$ cat config.mk
export PLATFORM = sky130hd
export DESIGN_NAME = instr_fetch_ctrl
export DESIGN_NICKNAME = d
export VERILOG_FILES = /design/src/rtl/instr_fetch_ctrl.sv
export SDC_FILE = /design/constraint.sdc
export NUM_CORES = 1
export LEC_CHECK = 0
export CORE_MARGIN = 2
export CORE_UTILIZATION = 50
export DETAILED_ROUTE_END_ITERATION = 8
export PLACE_DENSITY = 0.82
export SLEW_MARGIN = 40
export SYNTH_ARGS = -nofsm -noshare
export SYNTH_HDL_FRONTEND = slang
export SYNTH_SLANG_ARGS = --single-unit
$ cat constraint.sdc
create_clock -name clk -period 12.4 [get_ports clk]
set_clock_uncertainty 0.1 [all_clocks]
set_input_delay 2.48 -clock clk [delete_from_list [all_inputs] [get_ports clk]]
set_output_delay 2.48 -clock clk [all_outputs]
set_load 0.02 [all_outputs]
$ cat src/rtl/instr_fetch_ctrl.sv
// Fetch sequencer: owns the fetch PC and buffers {pc, instr} pairs in a small prefetch FIFO for decode.
// Optional performance counters are built only when FETCH_PERF_EN is defined.
module instr_fetch_ctrl #(
    parameter logic [31:0] RESET_PC = 32'h0000_0000,
    parameter int          DEPTH    = 4,
    parameter int          PTR_W    = 2
) (
    input  logic        clk,
    input  logic        reset,
    output logic [31:0] imem_addr,
    input  logic [31:0] imem_rd,
    input  logic        halt,
    input  logic        redirect_valid,
    input  logic [31:0] redirect_pc,
    output logic        if_valid,
    input  logic        if_ready,
    output logic [31:0] if_instr,
    output logic [31:0] if_pc,
    output logic        misalign_err,
    output logic [31:0] perf_fetched,
    output logic [31:0] perf_stalls
);

    localparam logic [PTR_W:0] FULL_CNT = (PTR_W + 1)'(DEPTH);

    logic [31:0]      fetch_pc_q, fetch_pc_d;
    logic [PTR_W:0]   count_q, count_d;
    logic [PTR_W-1:0] rd_ptr_q, rd_ptr_d;
    logic [PTR_W-1:0] wr_ptr_q, wr_ptr_d;
    logic             misalign_q, misalign_d;
    logic [31:0]      pc_mem_q [DEPTH];
    logic [31:0]      pc_mem_d [DEPTH];
    logic [31:0]      instr_mem_q [DEPTH];
    logic [31:0]      instr_mem_d [DEPTH];
    logic             pop;
    logic             push;

    assign pop  = (count_q != '0) & if_ready;
    assign push = !halt & !redirect_valid & ((count_q != FULL_CNT) | pop);

    // Redirect wins over everything: it flushes the queue and drops any same-cycle push/pop.
    always_comb begin
        fetch_pc_d  = fetch_pc_q;
        count_d     = count_q;
        rd_ptr_d    = rd_ptr_q;
        wr_ptr_d    = wr_ptr_q;
        misalign_d  = misalign_q;
        pc_mem_d    = pc_mem_q;
        instr_mem_d = instr_mem_q;
        if (redirect_valid) begin
            count_d    = '0;
            rd_ptr_d   = '0;
            wr_ptr_d   = '0;
            fetch_pc_d = {redirect_pc[31:2], 2'b00};
            if (redirect_pc[1:0] != 2'b00) begin
                misalign_d = 1'b1;
            end
        end else begin
            if (push) begin
                pc_mem_d[wr_ptr_q]    = fetch_pc_q;
                instr_mem_d[wr_ptr_q] = imem_rd;
                wr_ptr_d              = wr_ptr_q + 1'b1;
                fetch_pc_d            = fetch_pc_q + 32'd4;
            end
            if (pop) begin
                rd_ptr_d = rd_ptr_q + 1'b1;
            end
            case ({push, pop})
                2'b10:   count_d = count_q + 1'b1;
                2'b01:   count_d = count_q - 1'b1;
                default: count_d = count_q;
            endcase
        end
    end

    always_ff @(posedge clk or posedge reset) begin
        if (reset) begin
            fetch_pc_q <= RESET_PC;
            count_q    <= '0;
            rd_ptr_q   <= '0;
            wr_ptr_q   <= '0;
            misalign_q <= 1'b0;
            for (int i = 0; i < DEPTH; i++) begin
                pc_mem_q[i]    <= '0;
                instr_mem_q[i] <= '0;
            end
        end else begin
            fetch_pc_q  <= fetch_pc_d;
            count_q     <= count_d;
            rd_ptr_q    <= rd_ptr_d;
            wr_ptr_q    <= wr_ptr_d;
            misalign_q  <= misalign_d;
            pc_mem_q    <= pc_mem_d;
            instr_mem_q <= instr_mem_d;
        end
    end

`ifdef FETCH_PERF_EN
    logic [31:0] perf_fetched_q, perf_fetched_d;
    logic [31:0] perf_stalls_q, perf_stalls_d;
    logic        stall;

    assign stall = !halt & !redirect_valid & (count_q == FULL_CNT) & !pop;

    // Both counters saturate instead of wrapping.
    always_comb begin
        perf_fetched_d = perf_fetched_q;
        perf_stalls_d  = perf_stalls_q;
        if (push && (perf_fetched_q != 32'hFFFF_FFFF)) begin
            perf_fetched_d = perf_fetched_q + 32'd1;
        end
        if (stall && (perf_stalls_q != 32'hFFFF_FFFF)) begin
            perf_stalls_d = perf_stalls_q + 32'd1;
        end
    end

    always_ff @(posedge clk or posedge reset) begin
        if (reset) begin
            perf_fetched_q <= '0;
            perf_stalls_q  <= '0;
        end else begin
            perf_fetched_q <= perf_fetched_d;
            perf_stalls_q  <= perf_stalls_d;
        end
    end

    assign perf_fetched = perf_fetched_q;
    assign perf_stalls  = perf_stalls_q;
`else
    assign perf_fetched = 32'd0;
    assign perf_stalls  = 32'd0;
`endif

    assign imem_addr    = fetch_pc_q;
    assign if_valid     = (count_q != '0);
    assign if_instr     = instr_mem_q[rd_ptr_q];
    assign if_pc        = pc_mem_q[rd_ptr_q];
    assign misalign_err = misalign_q;

endmodule
==> results.json <==
{
  "initial_core_util_pct": 50.7,
  "cts_tree": "done",
  "synth_flop_cell": "dfrtp_1",
  "combPwrFrac_pct": 33.6,
  "die_area_um2": 28500,
  "rsz0062_at_grt": "no",
  "globalRouteMet3Util_pct": 3.34,
  "drc": 0,
  "clk_path_buf_depth": 3,
  "tightest_slew_ns": 0.791,
  "final.period_utilization_pct": 47.2,
  "postRouteAntennaNets": 0,
  "final_common_cell": "dfrtp_1",
  "worst-r2r-setup-slack_ns": 9.72,
  "synth-edff-count": 0,
  "p_int_mw": 2.51,
  "vias": 8349,
  "synth_area_um2": 13600,
  "die_w_um": 169,
  "grt_overflow": 0,
  "power.leakage_nw": 6.89,
  "drt_iter0_markers": 607,
  "h-tree-depth": 1,
  "cp-end-kind": "output port",
  "first_pass_iters": 6,
  "hpwl_um": 18400,
  "post_cts_resized": 0,
  "slew_viol_final": 0,
  "clk_pin_slew_ns": 0.06,
  "via_per_inst": 5.77,
  "worst_ep_required_time_ns": 9.82,
  "fin_setup_tns_ns": 0,
  "wl_per_cell_um": 20.4,
  "switching_share_pct": 29.8,
  "gp_congestion": 0.766,
  "place_inst": 1393,
  "grt_max_degree": 144,
  "grt_usage_pct": 20.7,
  "setup_viol": 0,
  "slew-limit-headroom_pct": 46.8,
  "crit_arrival_ns": 3.28,
  "critical_path_class": "reg -> out",
  "synth_cell_type_count": 51,
  "grt_use_met1_pct": 28.5,
  "numCtsBuffers": 29,
  "drive_gt1_share_pct": 34.6,
  "rows": 60,
  "hp-start": "misalign_err",
  "synth_top_area_share_pct": 52.7,
  "fin_crit_ns": 5.86,
  "antenna_found_initial": 0,
  "synth_seq_area_share_pct": 52.7,
  "r2r_cells": 4,
  "port_buffers": 162,
  "ys_seq_elements": 286,
  "use_met2_pct": 34.3,
  "hold_class": "reg -> reg",
  "ir_drop_mv": 0.0973,
  "p_clk_share_pct": 25.0,
  "r2r_start": "count_q[0]",
  "outcome": "finished, final reports clean",
  "diodes": 0,
  "max_freq_mhz": 171,
  "async_reset_ff_share_pct": 100,
  "wirelength_um": 29400,
  "synth.area.top_cells": "dfrtp_1, mux2_2, mux4_2",
  "power.switching_mw": 1.07,
  "ctsHoldBuffers": 0,
  "hold_end": "misalign_err",
  "final_cell_mix": "dfrtp_1, mux2_2, clkdlybuf4s50_1",
  "holdPathStages": 1,
  "finalHoldViolations": 0,
  "clk_latency_ns": 0.53,
  "area_delta_synth_final_pct": 19.3,
  "start_kind": "register",
  "synth.avg_cell_area_um2": 14.2,
  "cts_root_buffer": "clkbuf_16",
  "instances_no_fill": 1446,
  "grt_busiest_layer": "met2",
  "r2r_end": "pc_mem_q[49]",
  "cellPowerDensity_nw_per_um2": 221,
  "clock_sinks": 286,
  "fin_nets": 1158,
  "postCtsSetupRepairBufs": 0,
  "synth_cells": 954,
  "drv_cap": 0,
  "p_seq_share_pct": 41.5,
  "synth_warnings": 0,
  "coreArea_um2": 26800,
  "die_y_um": 169,
  "cp_max_fo": 39,
  "grt_pass1_vias": 8623,
  "grt_pass1_wl_um": 46700,
  "ios": 231,
  "synth.largest_area_cell": "dfrtp_1"
}
## per-layer routing
layer / wire length (µm) / part of all wire, %
met1: 12300 / 42
met2: 14500 / 49
met3: 1920 / 6.5
met4: 714 / 2.4
met5: 0 / 0
## worst max-delay path, cell delays in order (launching register included)
cell and delay, ns:
dfrtp_4 0.79, buf_4 0.70, mux4_2 0.64, clkdlybuf4s50_1 0.56
## flip-flops by register name (all words and copies together), names as in the netlist
name and flops:
count_q 3, pc_mem_q 120, rd_ptr_q 2, imem_addr 30, misalign_err 1, wr_ptr_q 2, instr_mem_q 128
## cells in the mapped netlist (all sizes together) (2+ instances only)
| master | number |
|---|---|
| nand3b | 2 |
| nor3 | 4 |
| mux2 | 249 |
| ha | 5 |
| and2 | 2 |
| a31oi | 11 |
| inv | 7 |
| nor4 | 3 |
| a21oi | 6 |
| and4 | 5 |
| o21ai | 15 |
| nand2 | 30 |
| mux4 | 62 |
| dfrtp | 286 |
| xor2 | 3 |
| clkbuf | 19 |
| xnor2 | 8 |
| o31ai | 12 |
| and3 | 5 |
| nor4b | 3 |
| nand3 | 17 |
| a22oi | 3 |
| or4b | 2 |
| buf | 118 |
| or4 | 17 |
| nor2b | 4 |
| o211ai | 6 |
| nor2 | 23 |
| nand4b | 3 |
| nand4 | 12 |
| nor3b | 2 |
## per-stage QoR
stage                     hold WS (ns)  utilization (%)  cell area (µm²)  setup slack (ns)  total power, mW
after floorplan                  0.374                -            13800              1.93             2.26
final                            0.376             60.5            16200              6.54             3.58
after global routing             0.408             60.5            16200              6.35             3.76
after CTS                        0.378             60.4            16200              6.48             3.62
after global placement           0.367             56.4            15100              6.68             2.64
after detailed placement         0.363             56.7            15200              7.04             2.71
## worst max-delay path by stage
stage	slack [ns]	from	endpoint
2_1_floorplan	1.93	reset	count_q[0]
4_1_cts	6.48	rd_ptr_q[0]	if_pc[31]
3_5_place_dp	7.04	reset	instr_mem_q[125]
5_1_grt	6.35	rd_ptr_q[0]	if_pc[31]
3_3_place_gp	6.68	if_ready	instr_mem_q[75]
6_report	6.54	rd_ptr_q[0]	if_pc[31]
## power groups by stage
stage	Combinational (mW)	Sequential (mW)	Clock, mW
5_1_grt	1.28	1.53	0.955
3_3_place_gp	1.17	1.48	0
4_1_cts	1.22	1.48	0.915
6_report	1.20	1.49	0.895
2_1_floorplan	0.853	1.41	0
3_5_place_dp	1.21	1.50	0
## cell families (layout without fill, tap and decap cells)
family                   count (synthesis)  count (layout)  synth area share (%)
AO/OA/AOI/OAI                           56              56                  2.65
XOR/XNOR                                11              11                 0.710
adder cells (fa/ha/maj)                  6               6                 0.608
buffers and inverters                  144             228                  6.35
flip-flops                             286             286                  52.7
multiplexers                           312             312                  31.0
other                                    1              68                0.0276
AND/OR/NAND/NOR                        138             138                  5.93
## area by class of cell
type | instances | area, µm²
Clock buffer | 40 | 817
Clock inverter | 13 | 173
Fill cell | 2069 | 10600
Inverter | 7 | 38.8
Multi-Input combinational cell | 591 | 5890
Sequential cell | 286 | 7160
Tap cell | 341 | 427
Timing Repair Buffer | 168 | 1690
Power figures use the tool's default switching activity.
